==> config.mk <==
export PLATFORM = sky130hd
export DESIGN_NAME = priority_encoder_pipe
export DESIGN_NICKNAME = d
export VERILOG_FILES = /design/src/rtl/penc_pkg.sv /design/src/rtl/penc_pick.sv /design/src/rtl/priority_encoder_pipe.sv
export SDC_FILE = /design/constraint.sdc
export NUM_CORES = 1
export LEC_CHECK = 0
export CAP_MARGIN = 10
export CORE_MARGIN = 8
export CORE_UTILIZATION = 39
export DETAILED_ROUTE_END_ITERATION = 16
export PLACE_DENSITY = 0.71
export SYNTH_ARGS = -nofsm -noshare
export SYNTH_HDL_FRONTEND = slang
export SYNTH_SLANG_ARGS = --single-unit
==> constraint.sdc <==
create_clock -name clk -period 1.69 [get_ports clk]
set_clock_uncertainty 0.05 [all_clocks]
set_input_delay 0.4225 -clock clk [delete_from_list [all_inputs] [get_ports clk]]
set_output_delay 0.4225 -clock clk [all_outputs]
set_load 0.03 [all_outputs]
==> src/rtl/penc_pkg.sv <==
// rtl/penc_pkg.sv - shared width and one-hot helpers for the priority encoder pipeline
package penc_pkg;

   localparam int PENC_MAX_N  = 64;
   localparam int PENC_MAX_IW = 6;

   // Index width for an N-line encoder, never narrower than one bit
   function automatic int penc_iw(input int n);
      return (n > 1) ? $clog2(n) : 1;
   endfunction

   // One-hot vector with only bit idx set; callers truncate to their own width
   function automatic logic [PENC_MAX_N-1:0] penc_onehot(input logic [PENC_MAX_IW-1:0] idx);
      logic [PENC_MAX_N-1:0] oh;
      oh      = '0;
      oh[idx] = 1'b1;
      return oh;
   endfunction

endpackage

==> src/rtl/penc_pick.sv <==
// rtl/penc_pick.sv - combinational highest-index picker with an optional preference mask
module penc_pick
   import penc_pkg::*;
#(
   parameter int  N  = 8,
   localparam int IW = penc_iw(N)
) (
   input  logic [N-1:0]  vec,
   input  logic [N-1:0]  mask,
   output logic          any,
   output logic [IW-1:0] idx
);

   logic [N-1:0]  masked;
   logic          masked_any;
   logic [IW-1:0] masked_idx;
   logic [IW-1:0] full_idx;

   assign masked     = vec & mask;
   assign masked_any = |masked;
   assign any        = |vec;

   // Highest set index of the full vector and of the masked subset (later hits overwrite)
   always_comb begin
      full_idx   = '0;
      masked_idx = '0;
      for (int i = 0; i < N; i++) begin
         if (vec[i]) begin
            full_idx = IW'(i);
         end
         if (masked[i]) begin
            masked_idx = IW'(i);
         end
      end
   end

   // Preferred (masked) candidates win; otherwise fall back to the whole vector
   assign idx = masked_any ? masked_idx : full_idx;

endmodule

==> src/rtl/priority_encoder_pipe.sv <==
// rtl/priority_encoder_pipe.sv - registered priority encoder with pending register; PENC_ROUND_ROBIN_EN selects round-robin
module priority_encoder_pipe
   import penc_pkg::*;
#(
   parameter int  N  = 8,
   localparam int IW = penc_iw(N)
) (
   input  logic          clk,
   input  logic          rst_n,
   input  logic [N-1:0]  req_i,
   input  logic          ack_i,
   output logic          valid_o,
   output logic [IW-1:0] idx_o,
   output logic [N-1:0]  pending_o
);

   logic [N-1:0]  pend_q;
   logic [N-1:0]  pick_mask;
   logic [N-1:0]  loaded_onehot;
   logic          load;
   logic          pick_any;
   logic [IW-1:0] pick_idx;

   // The output stage may take a new winner when empty or when the consumer accepts
   assign load = !valid_o || ack_i;

`ifdef PENC_ROUND_ROBIN_EN
   logic [IW-1:0] last_q;

   // Prefer indices strictly below the previous winner so every line gets its turn
   always_comb begin
      pick_mask = '0;
      for (int i = 0; i < N; i++) begin
         pick_mask[i] = (IW'(i) < last_q);
      end
   end

   // Remember each winner that is loaded into the output stage
   always_ff @(posedge clk or negedge rst_n) begin
      if (!rst_n) begin
         last_q <= '0;
      end else if (load && pick_any) begin
         last_q <= pick_idx;
      end
   end
`else
   assign pick_mask = '0;
`endif

   penc_pick #(
      .N (N)
   ) u_pick (
      .vec  (pend_q),
      .mask (pick_mask),
      .any  (pick_any),
      .idx  (pick_idx)
   );

   assign loaded_onehot = (load && pick_any) ? N'(penc_onehot(PENC_MAX_IW'(pick_idx))) : '0;

   // Drop the bit being granted, then merge new requests so a re-request on it stays pending
   always_ff @(posedge clk or negedge rst_n) begin
      if (!rst_n) begin
         pend_q <= '0;
      end else begin
         pend_q <= (pend_q & ~loaded_onehot) | req_i;
      end
   end

   // Output stage: reload on load, otherwise hold the presented index stable
   always_ff @(posedge clk or negedge rst_n) begin
      if (!rst_n) begin
         valid_o <= 1'b0;
         idx_o   <= '0;
      end else if (load) begin
         if (pick_any) begin
            valid_o <= 1'b1;
            idx_o   <= pick_idx;
         end else begin
            valid_o <= 1'b0;
         end
      end
   end

   assign pending_o = pend_q;

endmodule

### Word level (Yosys, flattened, before mapping)

Cells that the tools add are included.

| cells by class | value |
|---|---|
| muxes and demuxes | 11 |
| reductions and logical operators | 6 |
| bitwise logic cells | 3 |
| magnitude comparators | 2 |

Operator list:

| kind | count |
|---|---|
| $mux W3 | 4 |
| $and A8 B8 Y8 | 1 |
| $mux W8 | 1 |
| $not A8 Y8 | 1 |
| $or A8 B8 Y8 | 1 |
| $reduce_or A8 Y1 | 1 |
| $lt A3 B7 Y1 const B | 1 |
| $mux W2 | 2 |
| $demux W1 S3 | 1 |
| $ge A3 B1 Y1 const B | 1 |
| $mux W1 | 3 |
| $logic_and A1 B1 Y1 | 2 |
| $reduce_and A2 Y1 | 1 |
| $logic_not A1 Y1 | 1 |
| $logic_or A1 B1 Y1 | 1 |

| word-level totals | value |
|---|---|
| output and inout bits | 12 |
| logic and storage cells | 25 |
| bits in registers | 12 |
| input bits | 11 |

### Longest topological paths before layout

Gate-level depths: netlist of the first run.

| depth | value |
|---|---|
| depth in word-level cells | 15 |
| depth in mapped cells | 4 |
| gate-level depth less buffers | 4 |

### Modules after synthesis

From an unflattened synthesis of the first run, not the netlist that was laid out.

| unflattened totals | value |
|---|---|
| cells, all modules | 76 |
| area, all modules | 698.2 um^2 |

By module, submodules not included:

| module | times used | area an instance (um^2) | cells each | seq. area each (um^2) |
|---|---|---|---|---|
| priority_encoder_pipe | 1 | 516.7 | 48 | 300.3 |
| penc_pick | 1 | 181.4 | 28 | 0.0 |

### Least setup slack after synthesis of the first run

Ideal clock, no wire load.

| timing | value |
|---|---|
| path kind | register to register |
| start point | register pend_q[5], in the netlist pending_o[5] |
| end point | register pend_q[0], in the netlist pending_o[0] |
| data arrival time | 1287 ps |
| setup time | 126 ps |
| cell stages (with the launch flop) | 5 |
| period minus slack after synthesis | 1463 ps |
| path buffers | 0 |
| slack | 227 ps |
| data required time | 1514 ps |
| cell sequence | dfrtp_1 nor4_4 nand2b_2 o41ai_2 nand2b_1 |

| on the way | value |
|---|---|
| word-level cells in the longest chain between the ends | 11 |
| elaborated cells between the ends (all ways) | 14 |
| those cells by class | order compare: 2; mux: 6; bitwise: 3; reduce/logical: 3 |

Ends and longest elaborated chain:

| what | RTL line | text |
|---|---|---|
| from (decl) | priority_encoder_pipe.sv:17 | `logic [N-1:0] pend_q;` |
| from (signal assigned) | priority_encoder_pipe.sv:66 | `pend_q <= (pend_q & ~loaded_onehot) \| req_i;` |
| $mux W3 (3 in series) | penc_pick.sv:28 | `if (vec[i]) begin` |
| $lt A3 B7 Y1 (not written as such) / $ge A3 B1 Y1 (equally long branches) | penc_pkg.sv:16 | `oh[idx] = 1'b1;` |
| $logic_and A1 B1 Y1 (not written as such) | penc_pkg.sv:16 |  |
| $mux W1 (not written as such) | penc_pkg.sv:16 |  |
| $demux W1 S3 | penc_pkg.sv:16 |  |
| $mux W8 * | priority_encoder_pipe.sv:59 | `assign loaded_onehot = (load && pick_any) ? N'(penc_onehot(PENC_MAX_IW'(pick_idx))) : '0;` |
| $not A8 Y8 * | priority_encoder_pipe.sv:66 |  |
| $and A8 B8 Y8 * | priority_encoder_pipe.sv:66 |  |
| $or A8 B8 Y8 * | priority_encoder_pipe.sv:66 |  |

Every way passes the cells marked *; elsewhere a longest branch is shown, timed or not.
A chain may end at the register's enable or synchronous reset.

### Worst setup path in the final report of the first run

Same ends and word-level chain as after synthesis.

==> results of run 1 <==
==> logic make-up (layout without fill, tap and decap cells) <==
kind of cell / after synthesis / in the layout / synth area share
AO/OA/AOI/OAI: 17 / 17 / 0.2310
buffers and inverters: 2 / 38 / 0.01386
flip-flops: 12 / 12 / 0.5543
AND/OR/NAND/NOR: 13 / 13 / 0.2009
==> final cells by class <==
class                      count  area [sq um]  share of cell area
tap                           15         18.77             0.02143
multi-input combinational     30         234.0              0.2671
timing repair buffer          32         279.0              0.3186
clock buffer                   4         36.28             0.04143
sequential                    12         300.3              0.3429
inverter                       2         7.507            0.008571
==> report_power, final <==
group          internal [mW]  switching, mW  leakage, nW
registers              0.296        0.00408        0.112
logic                 0.0475         0.0448        0.215
clock network          0.131         0.0991       0.0210
==> cell usage in the layout, fill, tap and decap left out, types with 2 or more instances in the layout <==
master	instances
dlygate4sd2_1	11
nor4_4	2
o21ai_0	5
clkbuf_4	3
inv_1	2
nand2b_1	7
o21a_1	2
o311ai_0	2
buf_4	11
clkdlybuf4s50_1	10
a21o_2	2
nor2_1	2
dfrtp_1	12
a21oi_1	2
==> routing by layer <==
metal	share of wire	GRT usage	up-vias
li1	-	-	231
met5	0	0	-
met2	0.49	0.1641	14
met1	0.43	0.1289	221
met3	0.075	0.05042	2
met4	0.0060	0.05042	0
==> worst min-delay path by stage <==
stage,end,startpoint,depth (start not counted)
after floorplan,idx_o[0],rst_n,0
after global placement,idx_o[0],idx_o[0],1
after detailed placement,idx_o[1],idx_o[1],1
after CTS,pending_o[6],rst_n,2
after global routing,pending_o[6],rst_n,2
final,pending_o[6],rst_n,2
==> through the flow <==
stage / cells / total power [mW] / instance area (sq um) / TNS (ns)
after floorplan: 44 / 0.3440 / 541.8 / 0
after global placement: 91 / 0.4040 / 853.3 / -0.1381
after detailed placement: 91 / 0.4055 / 853.3 / -0.2401
after CTS: 95 / 0.6313 / 875.8 / 0
after global routing: 95 / 0.6477 / 875.8 / 0
final: 95 / 0.6219 / 875.8 / 0
==> critical path, delay by kind of cell, from the launching register on <==
family	cells	cell delay, ns
buffers and inverters	1	0.16
AND/OR/NAND/NOR	3	0.59
AO/OA/AOI/OAI	1	0.21
flip-flops	1	0.39
==> sequential cells by signal, indices dropped and copies added, names as in the netlist <==
| signal | cells |
|---|---|
| pending_o | 8 |
| valid_o | 1 |
| idx_o | 3 |
==> qor.yml, run 1 <==
outcome:
  status: "finished, final reports clean"
placed_design:
  gp_congestion: 0.7926
  port_buffers: 22
  dpl.hpwl_um: 1101
  place_ws_ns: -0.09994
critical_path:
  start_kind: "flip-flop"
  cp_cell_sequence: "buf_4 > nor4_4 > nand2b_2 > o41ai_2 > nand2b_1"
  worst_path_largest_cell_delay_ns: 0.39
  crit_end: "pending_o[0]"
  slowest_stage: "dfrtp_1"
  r2r-end: "pending_o[0]"
  worstSetupEndpointType: "flip-flop"
  worstPathRequired_ns: 1.79
  cp_max_fo: 5
  rrSetupSlack_ns: 0.17
  crit_type: "reg -> reg"
  reg2reg_from: "pending_o[5]"
  critical_path_arrival_ns: 1.62
  startpoint: "pending_o[5]"
  rr_worst_depth: 5
timing:
  rsz0062_at_grt: "false"
  hold_viol: 0
  worst_slack_ns: 0.1733
  maxSlewViolCount: 0
  min_period_over_period: 0.8974
  whs_ns: 0.4063
  setup_viol: 0
  min_period_ns: 1.517
  maxSlewHeadroom: 0.7904
  worst_pin_slew_ns: 0.3104
  max_clock_freq_ghz: 0.6593
clocking:
  clk_latency_ns: 0.27
  cts_hold_buffers: 0
  post_cts_resized: 11
  cts_htree_levels: 1
  path_clk_slew_ns: 0.08
  clk_path_buf_depth: 2
  root_buffer: "clkbuf_4"
  cts_tree: "built"
  cts_setup_buffers: 0
  cts_buffers: 3
  clock-sinks: 12
global_routing:
  track_usage: 0.1092
  grt_pass1_wl_um: 2228
  antenna_found_initial: 0
  grt_overflow: 0
  grt_max_degree: 13
  grt_pass1_vias: 484
routing:
  ant_nets: 0
  wirelength_um: 1338
  num_vias: 468
  post_drt_via_cell_ratio: 4.926
  drt_iter0_drc: 5
  drc: 0
  drt-pass1-iter-count: 4
  wire_per_inst_um: 14.08
power_and_ir_drop:
  p_per_area_nw_per_um2: 710.1
  vdd_ir_drop_max_mv: 0.5334
  p_leak_nw: 0.3481
synth:
  synth_area_leaders: "dfrtp_1 55%, nand2b_1 8.1%, nor4_4 7.9%"
  ys_seq_elements: 12
  synth_most_common_cell: "dfrtp_1"
  synth_area_sq_um: 541.8
  synth_top_cell_area_share: 0.5543
  synth_edf_count: 0
  avgSynthCellArea_sq_um: 12.31
  syn_nets: 55
  syn_inst: 44
  synth_common_cells: "12 x dfrtp_1, 7 x nand2b_1, 5 x o21ai_0"
  synthDistinctLibCells: 16
  yosys_warnings: 0
  ys.flop_type: "dfrtp_1"
  seq_area_frac_synth: 0.5543
  netlist.top_cell.by_area: "dfrtp_1"
  synth-async-reset-ratio: 1.000
final_layout:
  drive_above_1_share: 0.2750
  fin_util: 0.6731
  syn2layout_area_growth_pct: 61.66
  antenna_cells: 0
  nets: 92
  nFillCells: 111
floorplanning:
  num_rows: 13
  die_h_um: 53.27
  start_util: 0.4163
  die_w_um: 53.27
  pin_count: 23
  core_area_sq_um: 1301
  fp.dieArea_sq_um: 2838
job:
  cap_viol_max_count: 0
worst_hold_path:
  holdCritPathClass: "in -> async"
(Power assumes the default switching activity.)
==> inputs of run 2 (changes only) <==
CTS_CLUSTER_SIZE = 14   (was default)
SKIP_LAST_GASP = 1   (was default)
==> results of run 2 <==
No change in the layout: final DEF, timing and power equal those of run 1.
